===== src/rtl/arbiter_puf_eval_if.sv =====
// Host-side handshake bundle for arbiter_puf_eval.
// PUF_MAJORITY_VOTE_EN selects the width of the ones count.
interface arbiter_puf_eval_if #(
    parameter int STAGES = 64,
    parameter int VOTES  = 7
);
`ifdef PUF_MAJORITY_VOTE_EN
    localparam int NV = VOTES;
`else
    localparam int NV = 1;
`endif
    localparam int OW = $clog2(NV + 1);

    logic              start;
    logic [STAGES-1:0] challenge;
    logic              ready;
    logic              done;
    logic              response;
    logic [OW-1:0]     ones_cnt;
    logic              stable;

    modport master (
        output start, challenge,
        input  ready, done, response, ones_cnt, stable
    );

    modport slave (
        input  start, challenge,
        output ready, done, response, ones_cnt, stable
    );
endinterface


===== src/rtl/arbiter_puf_eval.sv =====
// Arbiter-PUF chain, arbiter flop and majority-vote controller.
// PUF_MAJORITY_VOTE_EN enables VOTES evaluations; otherwise one.
module arbiter_puf_eval #(
    parameter int STAGES        = 64,
    parameter int VOTES         = 7,
    parameter int SETTLE_CYCLES = 8
) (
    input logic               i_clk,
    input logic               i_rst_n,
    arbiter_puf_eval_if.slave io_puf
);
`ifdef PUF_MAJORITY_VOTE_EN
    localparam int NV = VOTES;
`else
    localparam int NV = 1;
`endif
    localparam int VW = $clog2(NV + 1);
    localparam int SW = $clog2(SETTLE_CYCLES);

    if (STAGES < 1) begin : g_bad_stages
        $error("STAGES must be >= 1");
    end
    if (VOTES < 1 || (VOTES % 2) == 0) begin : g_bad_votes
        $error("VOTES must be odd and >= 1");
    end
    if (SETTLE_CYCLES < 3) begin : g_bad_settle
        $error("SETTLE_CYCLES must be >= 3");
    end

    typedef enum logic [2:0] {
        S_IDLE,
        S_PRECHARGE,
        S_FIRE,
        S_SAMPLE,
        S_DONE
    } state_t;

    state_t            r_state;
    logic [SW-1:0]     r_cnt;
    logic [VW-1:0]     r_votes;
    logic [VW-1:0]     r_ones;
    logic [STAGES-1:0] r_chal;
    logic              r_launch;
    logic              r_ready;
    logic              r_done;
    logic              r_resp;
    logic [VW-1:0]     r_ones_out;
    logic              r_stable;
    logic              r_sync1;
    logic              r_sync2;

    // Race path: both rails launched together, swapped where challenge=1.
    for (genvar i = 0; i < STAGES; i++) begin : g_stage
        logic w_ti;
        logic w_bi;
        (* dont_touch = "true" *) logic w_top;
        (* dont_touch = "true" *) logic w_bot;
        if (i == 0) begin : g_head
            assign w_ti = r_launch;
            assign w_bi = r_launch;
        end else begin : g_link
            assign w_ti = g_stage[i-1].w_top;
            assign w_bi = g_stage[i-1].w_bot;
        end
        assign w_top = r_chal[i] ? w_bi : w_ti;
        assign w_bot = r_chal[i] ? w_ti : w_bi;
    end

    (* dont_touch = "true" *) logic w_top_end;
    (* dont_touch = "true" *) logic w_bot_end;
    (* dont_touch = "true" *) logic r_arb;
    logic w_arb_clr_n;

    assign w_top_end   = g_stage[STAGES-1].w_top;
    assign w_bot_end   = g_stage[STAGES-1].w_bot;
    assign w_arb_clr_n = r_launch & i_rst_n;

    always_ff @(posedge w_bot_end or negedge w_arb_clr_n) begin
        if (!w_arb_clr_n) r_arb <= 1'b0;
        else              r_arb <= w_top_end;
    end

    always_ff @(posedge i_clk or negedge i_rst_n) begin
        if (!i_rst_n) begin
            r_sync1 <= 1'b0;
            r_sync2 <= 1'b0;
        end else begin
            r_sync1 <= r_arb;
            r_sync2 <= r_sync1;
        end
    end

    logic [VW-1:0] w_ones_nxt;
    logic          w_last_vote;
    logic          w_settled;
    logic          w_resp_nxt;
    logic          w_stable_nxt;

    assign w_ones_nxt  = r_ones + VW'(r_sync2);
    assign w_last_vote = (r_votes == VW'(NV - 1));
    assign w_settled   = (r_cnt == SW'(SETTLE_CYCLES - 1));
    assign w_resp_nxt  = (w_ones_nxt > VW'(NV / 2));
`ifdef PUF_MAJORITY_VOTE_EN
    assign w_stable_nxt = (w_ones_nxt == '0) || (w_ones_nxt == VW'(NV));
`else
    assign w_stable_nxt = 1'b1;
`endif

    always_ff @(posedge i_clk or negedge i_rst_n) begin
        if (!i_rst_n) begin
            r_state    <= S_IDLE;
            r_cnt      <= '0;
            r_votes    <= '0;
            r_ones     <= '0;
            r_chal     <= '0;
            r_launch   <= 1'b0;
            r_ready    <= 1'b1;
            r_done     <= 1'b0;
            r_resp     <= 1'b0;
            r_ones_out <= '0;
            r_stable   <= 1'b0;
        end else begin
            r_done <= 1'b0;
            unique case (r_state)
                S_IDLE: begin
                    if (io_puf.start) begin
                        r_chal  <= io_puf.challenge;
                        r_votes <= '0;
                        r_ones  <= '0;
                        r_cnt   <= '0;
                        r_ready <= 1'b0;
                        r_state <= S_PRECHARGE;
                    end
                end
                S_PRECHARGE: begin
                    if (w_settled) begin
                        r_cnt    <= '0;
                        r_launch <= 1'b1;
                        r_state  <= S_FIRE;
                    end else begin
                        r_cnt <= r_cnt + 1'b1;
                    end
                end
                S_FIRE: begin
                    if (w_settled) begin
                        r_cnt   <= '0;
                        r_state <= S_SAMPLE;
                    end else begin
                        r_cnt <= r_cnt + 1'b1;
                    end
                end
                S_SAMPLE: begin
                    r_ones   <= w_ones_nxt;
                    r_votes  <= r_votes + 1'b1;
                    r_launch <= 1'b0;
                    if (w_last_vote) begin
                        r_done     <= 1'b1;
                        r_resp     <= w_resp_nxt;
                        r_ones_out <= w_ones_nxt;
                        r_stable   <= w_stable_nxt;
                        r_state    <= S_DONE;
                    end else begin
                        r_state <= S_PRECHARGE;
                    end
                end
                S_DONE: begin
                    r_ready <= 1'b1;
                    r_state <= S_IDLE;
                end
                default: r_state <= S_IDLE;
            endcase
        end
    end

    assign io_puf.ready    = r_ready;
    assign io_puf.done     = r_done;
    assign io_puf.response = r_resp;
    assign io_puf.ones_cnt = r_ones_out;
    assign io_puf.stable   = r_stable;

endmodule


===== src/flat_wrapper.sv =====
// flat-port wrapper written by rule: the top's interface ports become plain ports
module arbiter_puf_eval_flat 
#(
    parameter int STAGES        = 64,
    parameter int VOTES         = 7,
    parameter int SETTLE_CYCLES = 8
)
  (i_clk, i_rst_n, io_puf_start, io_puf_challenge, io_puf_ready, io_puf_done, io_puf_response, io_puf_ones_cnt, io_puf_stable);
  arbiter_puf_eval_if #(.STAGES(STAGES), .VOTES(VOTES)) io_puf_i ();
  input logic i_clk;
  input logic i_rst_n;
  input wire logic [$bits(io_puf_i.start)-1:0] io_puf_start;
  input wire logic [$bits(io_puf_i.challenge)-1:0] io_puf_challenge;
  output wire logic [$bits(io_puf_i.ready)-1:0] io_puf_ready;
  output wire logic [$bits(io_puf_i.done)-1:0] io_puf_done;
  output wire logic [$bits(io_puf_i.response)-1:0] io_puf_response;
  output wire logic [$bits(io_puf_i.ones_cnt)-1:0] io_puf_ones_cnt;
  output wire logic [$bits(io_puf_i.stable)-1:0] io_puf_stable;
  assign io_puf_i.start = io_puf_start;
  assign io_puf_i.challenge = io_puf_challenge;
  assign io_puf_ready = io_puf_i.ready;
  assign io_puf_done = io_puf_i.done;
  assign io_puf_response = io_puf_i.response;
  assign io_puf_ones_cnt = io_puf_i.ones_cnt;
  assign io_puf_stable = io_puf_i.stable;
  arbiter_puf_eval #(.STAGES(STAGES), .VOTES(VOTES), .SETTLE_CYCLES(SETTLE_CYCLES)) u_core (.i_clk(i_clk), .i_rst_n(i_rst_n), .io_puf(io_puf_i));
endmodule

===== config.mk =====
export PLATFORM = sky130hd
export DESIGN_NAME = arbiter_puf_eval_flat
export DESIGN_NICKNAME = d
export VERILOG_FILES = /design/src/rtl/arbiter_puf_eval_if.sv /design/src/rtl/arbiter_puf_eval.sv /design/src/flat_wrapper.sv
export SDC_FILE = /design/constraint.sdc
export NUM_CORES = 1
export LEC_CHECK = 0
export CAP_MARGIN = 15
export CELL_PAD_IN_SITES_DETAIL_PLACEMENT = 1
export CELL_PAD_IN_SITES_GLOBAL_PLACEMENT = 1
export CORE_ASPECT_RATIO = 0.7
export CORE_MARGIN = 2
export CORE_UTILIZATION = 19
export CTS_CLUSTER_DIAMETER = 30
export DETAILED_ROUTE_END_ITERATION = 10
export GPL_TIMING_DRIVEN = 0
export HOLD_SLACK_MARGIN = 0.08
export PLACE_DENSITY_LB_ADDON = 0.1
export REMOVE_ABC_BUFFERS = 1
export SLEW_MARGIN = 20
export SYNTH_ARGS = -nofsm -noshare
export SYNTH_HDL_FRONTEND = slang
export SYNTH_SLANG_ARGS = --single-unit
export TNS_END_PERCENT = 5

===== constraint.sdc =====
create_clock -name i_clk -period 1.8 [get_ports i_clk]
set_input_delay 0.27 -clock i_clk [delete_from_list [all_inputs] [get_ports i_clk]]
set_output_delay 0.27 -clock i_clk [all_outputs]
set_load 0.01 [all_outputs]

Yosys cells after proc, flatten, opt, wreduce, memory -nomap -nowiden
Cells that the tools add are included.
Cells by class
  reductions and logical operators: 12
  equality and inequality tests: 8
  order comparisons: 1
  mux-type cells: 16
  bitwise gates (word level): 2
  add/subtract/negate cells: 3
Operator list (number)
  2-to-1 mux 3 bit: 6
  case mux 3 bit (4 select lines): 1
  AND reduction 2 bit: 5
  case mux 1 bit (2 select lines): 4
  nonzero test 2 bit: 4
  equality test 3 x 2 -> 1 bit, second input constant: 2
  equality test 3 bit, second input constant: 2
  case mux 3 bit (2 select lines): 1
  2-to-1 mux 1 bit: 4
  inequality test 2 x 1 -> 1 bit, second input constant: 2
  adder 3 x 1 -> 3 bit, second input constant: 1
  equality test 3 x 1 -> 1 bit, second input constant: 1
  logical NOT 3 bit: 1
  AND reduction 3 bit: 1
  inequality test 2 bit, second input constant: 1
  OR reduction 2 bit: 1
  adder 1 bit: 1
  adder 1 bit, second input constant: 1
  AND 1 bit: 1
  greater-than comparator 1 bit, second input constant: 1
  NOT 1 bit: 1
Word-level totals
  output and inout port bits: 5
  logic and storage cells: 55
  bits in registers: 17

Logic depth before layout (Yosys ltp)
Gate-level depths: netlist (run 1).
  depth in word-level cells: 4
  gate-level depth with buffers: 5
  mapped depth without buffers: 5

==> results.ini, run 1 <==
[place]
placed_cell_area_sq_um = 820
placed_cells = 115
place.gp.congestion = 0.656
place_hpwl_um = 988
portBuffers = 7

[setup_path]
critPathKind = flop to primary output
cp_top_family = flip-flops
crit_cells = 1
cp_slowest_stage_delay_ps = 530
critPathCaptureType = primary output
crit_required_ps = 1530
cp_max_fo = 2
worstPathArrival_ps = 1300
cp_slowest_cell = dfstp_2
reg2reg_from = u_core.r_cnt[0]
startpoint_type = flop
r2r_end = u_core.r_state[0]
crit_buf_inv = 1
reg2regPathDepth = 5
crit_chain = clkdlybuf4s50_1
crit_path_start = u_core.io_puf.ready
endpoint = io_puf_ready
ff2ff_setup_slack_ps = 350

[finish]
fin_cells = 119
ff_latch_area_sq_um = 402
stdcell_area_sq_um = 866
drive_above_1_share_pct = 13.0
syn_to_final_growth_pct = 19.9
final_nets = 139
post-route-util_pct = 24.2
n_fill_cell = 414
diodes = 0
multi_input_area_sq_um = 278

[power_and_ir_drop]
powerDensity_nw_per_um2 = 1540
switching_share_pct = 33.3
p_sw_uw = 445
seqPwrFrac_pct = 46.9
power_frac_comb_pct = 32.7
vdd_ir_drop_max_uv = 330
pwr-share-clk_pct = 20.4
leakage_uw = 0.000365
intPower_uw = 892

[clocking]
ctsResizeCount = 0
cts_tree = built
clockBufferDepth = 2
hold_buffers = 0
htreeDepth = 1
numCtsBuffers = 3
root_buffer = clkbuf_8
post_cts_buffers = 0
clkSlewWorstSetupHoldPaths_ps = 60
clock_latency_ps = 240

[synthesis]
synth_seq_cells = 16
synth_cells = 62
synth_area_sq_um = 722
synth_cell_types = 28
synth_top_area_share_pct = 52.0
yosysWarnings = 0
yosys-top-cells-area = dfrtp_1, a21oi_1, dfstp_2
yosysSeqAreaShare_pct = 55.6
synth_area_per_cell_sq_um = 11.6
synth_top_area_cell = dfrtp_1

[floorplan]
die_area_sq_um = 4320
rows = 18
core_sq_um = 3580
ios = 72
die_w_um = 77.7
die_h_um = 55.6
start_util_pct = 20.2

[sta]
hold_violations = 0
setup_viol = 0
max_slew.worst_pin.slew_ps = 725
unclocked_regs = 1
period_needed_ps = 1570
clock_skew_ps = 0.994
finalMaxSlewViolations = 0
untimed_endpoints = 2
maxClockFrequency_ghz = 0.638
max_slew_margin_pct = 51.5
rsz0062_at_grt = no
finalCritPeriodShare_pct = 87.1
fin_setup_tns_ps = 0

[drt]
vias = 467
wl_per_cell_um = 11.9
drt-pass1-iter-count = 4
wirelength_um = 1420
ant_nets = 0
drc = 0
drt_iter0_markers = 12
via_per_inst = 3.92

[grt]
grt_pass1_wl_um = 2530
grt_max_degree = 17
grt_overflow = 0
top_usage_layer = met1
grt_util_all_layers_pct = 7.83
use_met1_pct = 11.1
antenna_found_initial = 0
grt_pass1_vias = 490
met3_usage_pct = 3.41
grtUsageMet2_pct = 10.3

[hold_path]
min_path_type = flop to flop

[flow_run]
maxCapViolations = 0

[run_status]
status = finished clean

cells in the mapped netlist (all sizes together):
cell	number
nand3b	1
o211ai	1
buf	4
a22o	3
dfstp	1
o31ai	2
nand4	1
and4bb	2
a31oi	2
o21ai	1
xnor2	1
dfrtp	15
a21oi	7
inv	2
and2	1
and3b	1
or3b	1
nand2b	2
nand2	2
ha	2
nand3	1
nor2	7
or2	1
mux2	1
per-stage QoR:
| stage | hold WS [ps] | worst slack [ps] | power (uW) |
|---|---|---|---|
| 3_3_place_gp | 333 | 253 | 1070 |
| 2_1_floorplan | -25.6 | 476 | 903 |
| 3_5_place_dp | 336 | 241 | 1090 |
| 4_1_cts | 351 | 214 | 1370 |
| 5_1_grt | 375 | 196 | 1480 |
| 6_report | 347 | 233 | 1340 |
sequential cells by signal, summed over array words and instances (netlist names):
register	flops
u_core.r_sync1	1
u_core.r_cnt	3
u_core.io_puf.ready	1
u_core.io_puf.done	1
u_core.r_ones	1
u_core.io_puf.stable	1
u_core.r_arb	1
u_core.g_stage.w_bot	1
u_core.io_puf.ones_cnt	1
u_core.r_sync2	1
u_core.r_state	3
u_core.r_votes	1
worst min path at each step:
stage              startpoint  depth (start not counted)  slack (ps)                      end
6_report       u_core.r_sync1                          0         350           u_core.r_sync2
5_1_grt        u_core.r_sync1                          0         380           u_core.r_sync2
4_1_cts        u_core.r_sync1                          0         350           u_core.r_sync2
3_5_place_dp   u_core.r_sync1                          0         340           u_core.r_sync2
3_3_place_gp   u_core.r_sync1                          0         330           u_core.r_sync2
2_1_floorplan         i_rst_n                          0         -30  u_core.g_stage[0].w_bot
cell type report:
class / instances / share of cell area [%]
clock buffer: 3 / 4.77
clock inverter: 1 / 0.578
inverter: 2 / 0.867
multi-input combinational: 40 / 32.1
sequential: 16 / 46.4
tap: 50 / 7.23
timing repair buffer: 7 / 8.09
cell families after synthesis:
| group | synth area share (%) |
|---|---|
| fa+ha+maj | 3.47 |
| simple gates | 17.0 |
| xor+xnor | 1.21 |
| buf+inv | 5.89 |
| compound gates | 15.3 |
| mux | 1.56 |
| flops | 55.6 |
routing by layer:
| layer | wire (um) | vias to the layer above |
|---|---|---|
| li1 | - | 232 |
| met1 | 750 | 221 |
| met2 | 607 | 14 |
| met3 | 64 | 0 |
| met4 | 0 | 0 |
| met5 | 0 | - |
cells in the final DEF (no fill, tap or decap), drive strengths merged, types with 2 or more instances in the layout:
cell / netlist / final
clkbuf: 0 / 3
and4bb: 2 / 2
a22o: 3 / 3
nand2: 2 / 2
nand2b: 2 / 2
a21oi: 7 / 7
ha: 2 / 2
dfrtp: 15 / 15
a31oi: 2 / 2
inv: 2 / 2
clkdlybuf4s50: 0 / 7
nor2: 7 / 7
o31ai: 2 / 2
power by group through the flow:
stage	clock, uW	combinational (uW)	sequential, uW
after global placement	0	440	635
after detailed placement	0	452	636
after CTS	292	448	634
after global routing	315	508	660
final	273	437	628
after floorplan	0	287	616
Power figures use the tool's default switching activity.
==> inputs of run 2 (changes only) <==
--- a/config.mk
+++ b/config.mk
@@ -8,7 +8,7 @@
 export CAP_MARGIN = 15
 export CELL_PAD_IN_SITES_DETAIL_PLACEMENT = 1
 export CELL_PAD_IN_SITES_GLOBAL_PLACEMENT = 1
-export CORE_ASPECT_RATIO = 0.7
+export CORE_ASPECT_RATIO = 1.5
 export CORE_MARGIN = 2
 export CORE_UTILIZATION = 19
 export CTS_CLUSTER_DIAMETER = 30
==> results.ini, run 2 (same netlist as run 1, synthesis figures left out) <==
[setup_path]
worstPathArrival_ps = 1300  ; about the same
cp_slowest_stage_delay_ps = 530  ; about the same
critPathKind = flop to primary output
startpoint_type = flop
crit_required_ps = 1530  ; about the same
cp_top_family = flip-flops
critPathCaptureType = primary output
cp_slowest_cell = dfstp_2
crit_buf_inv = 1  ; unchanged
crit_chain = clkdlybuf4s50_1
cp_max_fo = 2  ; unchanged

[sta]
untimed_endpoints = 2  ; unchanged
finalCritPeriodShare_pct = 87.4  ; +0.30 points
max_slew.worst_pin.slew_ps = 706  ; -18.9 ps
hold_violations = 0  ; unchanged
unclocked_regs = 1  ; unchanged
max_slew_margin_pct = 52.8  ; +1.3 points
clock_skew_ps = 4.39  ; +3.39 ps
setup_slack_ps = 228  ; -5.34 ps
maxClockFrequency_ghz = 0.636  ; -0.34%
finalMaxSlewViolations = 0  ; unchanged
fin_setup_tns_ps = 0  ; unchanged
setup_viol = 0  ; unchanged
rsz0062_at_grt = no
period_needed_ps = 1570  ; +5.34 ps

[clocking]
clockBufferDepth = 2  ; unchanged
clock_latency_ps = 250  ; about the same
ctsResizeCount = 0  ; unchanged
clkSlewWorstSetupHoldPaths_ps = 70  ; about the same
post_cts_buffers = 0  ; unchanged
hold_buffers = 0  ; unchanged
htreeDepth = 1  ; unchanged
numCtsBuffers = 3  ; unchanged
cts_tree = built
root_buffer = clkbuf_8

[drt]
wirelength_um = 1420  ; unchanged
drt-pass1-iter-count = 2  ; -2
ant_nets = 0  ; unchanged
wl_per_cell_um = 12.7  ; +6.2%
via_per_inst = 4.26  ; +8.5%
vias = 477  ; +2.1%
drc = 0  ; unchanged
drt_iter0_markers = 4  ; -8

[finish]
final_nets = 139  ; unchanged
drive_above_1_share_pct = 13.0  ; unchanged
reg_top3 = u_core.r_cnt: 3 flops, u_core.r_state: 3 flops
diodes = 0  ; unchanged
layout_commonest_cell = dfrtp_1
n_fill_cell = 430  ; +3.9%
stdcell_area_sq_um = 857  ; -1.0%
multi_input_area_sq_um = 278  ; unchanged
layout_common_cells = dfrtp_1, nor2_1, clkdlybuf4s50_1, a21oi_1
syn_to_final_growth_pct = 18.7
ff_latch_area_sq_um = 402  ; unchanged

[flow_run]
maxCapViolations = 0  ; unchanged

[hold_path]
min_path_type = flop to flop

[grt]
grt_overflow = 0  ; unchanged
met3_usage_pct = 1.69  ; -1.7 points
grt_util_all_layers_pct = 8.04  ; +0.21 points
antenna_found_initial = 0  ; unchanged
use_met1_pct = 10.2  ; -0.89 points
grt_max_degree = 17  ; unchanged
grt_pass1_vias = 536  ; +9.4%
top_usage_layer = met2
grt_pass1_wl_um = 2510  ; -0.83%
grtUsageMet2_pct = 12.3  ; +1.9 points

[place]
placed_cell_area_sq_um = 811  ; -1.1%
place_hpwl_um = 1040  ; +5.5%
pre_cts_slack_ps = 229  ; -11.8 ps
portBuffers = 7  ; unchanged
place.gp.congestion = 0.653  ; -0.46%

[floorplan]
rows = 27  ; +9
start_util_pct = 19.8  ; -0.37 points
die_w_um = 54.3  ; -30%
die_area_sq_um = 4320  ; about the same
core_sq_um = 3650  ; +1.9%
die_h_um = 79.5  ; +43%
ios = 72  ; unchanged

[power_and_ir_drop]
powerDensity_nw_per_um2 = 1580  ; +2.0%
leakage_uw = 0.000365  ; unchanged
vdd_ir_drop_max_uv = 576  ; +74%
power_uw = 1350  ; +1.0%

[run_status]
status = finished clean

==> run 2: cell counts in the layout (fill, tap and decap cells not counted) <==
Identical to the previous run, type by type.
==> run 2: worst paths after layout <==
kind	start	to	slack (ps)	cells after the start
min in group asynchronous	i_rst_n	u_core.r_sync2	440	1
hold reg to reg	u_core.r_sync1	u_core.r_sync2	350	0
setup reg to reg	u_core.r_cnt[0]	u_core.r_state[0]	360	5
max in group asynchronous	i_rst_n	u_core.io_puf.stable	910	1
hold / removal	u_core.r_sync1	u_core.r_sync2	350	0
setup / recovery	u_core.io_puf.ready	io_puf_ready	230	1
==> run 2: metal layers <==
metal / routed length [um] / share of wire, % / vias up
met5: 0 / 0 / -
met3: 55 / 3.9 / 4
li1: - / - / 233
met2: 696 / 49 / 10
met4: 21 / 1.5 / 0
met1: 649 / 46 / 230
==> run 2: cell type report <==
class | instances | area share (%)
clock buffers | 3 | 4.82
well taps | 43 | 6.28
inverters | 2 | 0.876
flip-flops and latches | 16 | 46.9
multi-input cells | 40 | 32.4
repair buffers | 7 | 8.18
clock inverters | 1 | 0.584
==> run 2: power by group <==
| group | leakage (uW) | total [uW] | internal [uW] | switching [uW] |
|---|---|---|---|---|
| Clock | 0.0000255 | 280 | 153 | 127 |
| Combinational | 0.000148 | 444 | 255 | 189 |
| Sequential | 0.000191 | 627 | 486 | 141 |
| Total | 0.000365 | 1350 | 894 | 457 |
==> run 2: stage by stage <==
step	instances	hold slack, ps	utilization (%)
final	112	351	23.5
after global routing	112	370	23.5
after CTS	112	356	23.5
after detailed placement	108	342	22.2
after global placement	108	337	22.2
after floorplan	58	-25.6	-
==> inputs of run 3 (changes only) <==
--- a/config.mk
+++ b/config.mk
@@ -13,11 +13,11 @@
 export CORE_UTILIZATION = 19
 export CTS_CLUSTER_DIAMETER = 30
 export DETAILED_ROUTE_END_ITERATION = 10
+export GPL_ROUTABILITY_DRIVEN = 0
 export GPL_TIMING_DRIVEN = 0
 export HOLD_SLACK_MARGIN = 0.08
 export PLACE_DENSITY_LB_ADDON = 0.1
 export REMOVE_ABC_BUFFERS = 1
-export SLEW_MARGIN = 20
 export SYNTH_ARGS = -nofsm -noshare
 export SYNTH_HDL_FRONTEND = slang
 export SYNTH_SLANG_ARGS = --single-unit
==> results of run 3 <==
Same layout as run 2: the final DEF is identical, and so are final timing and power.
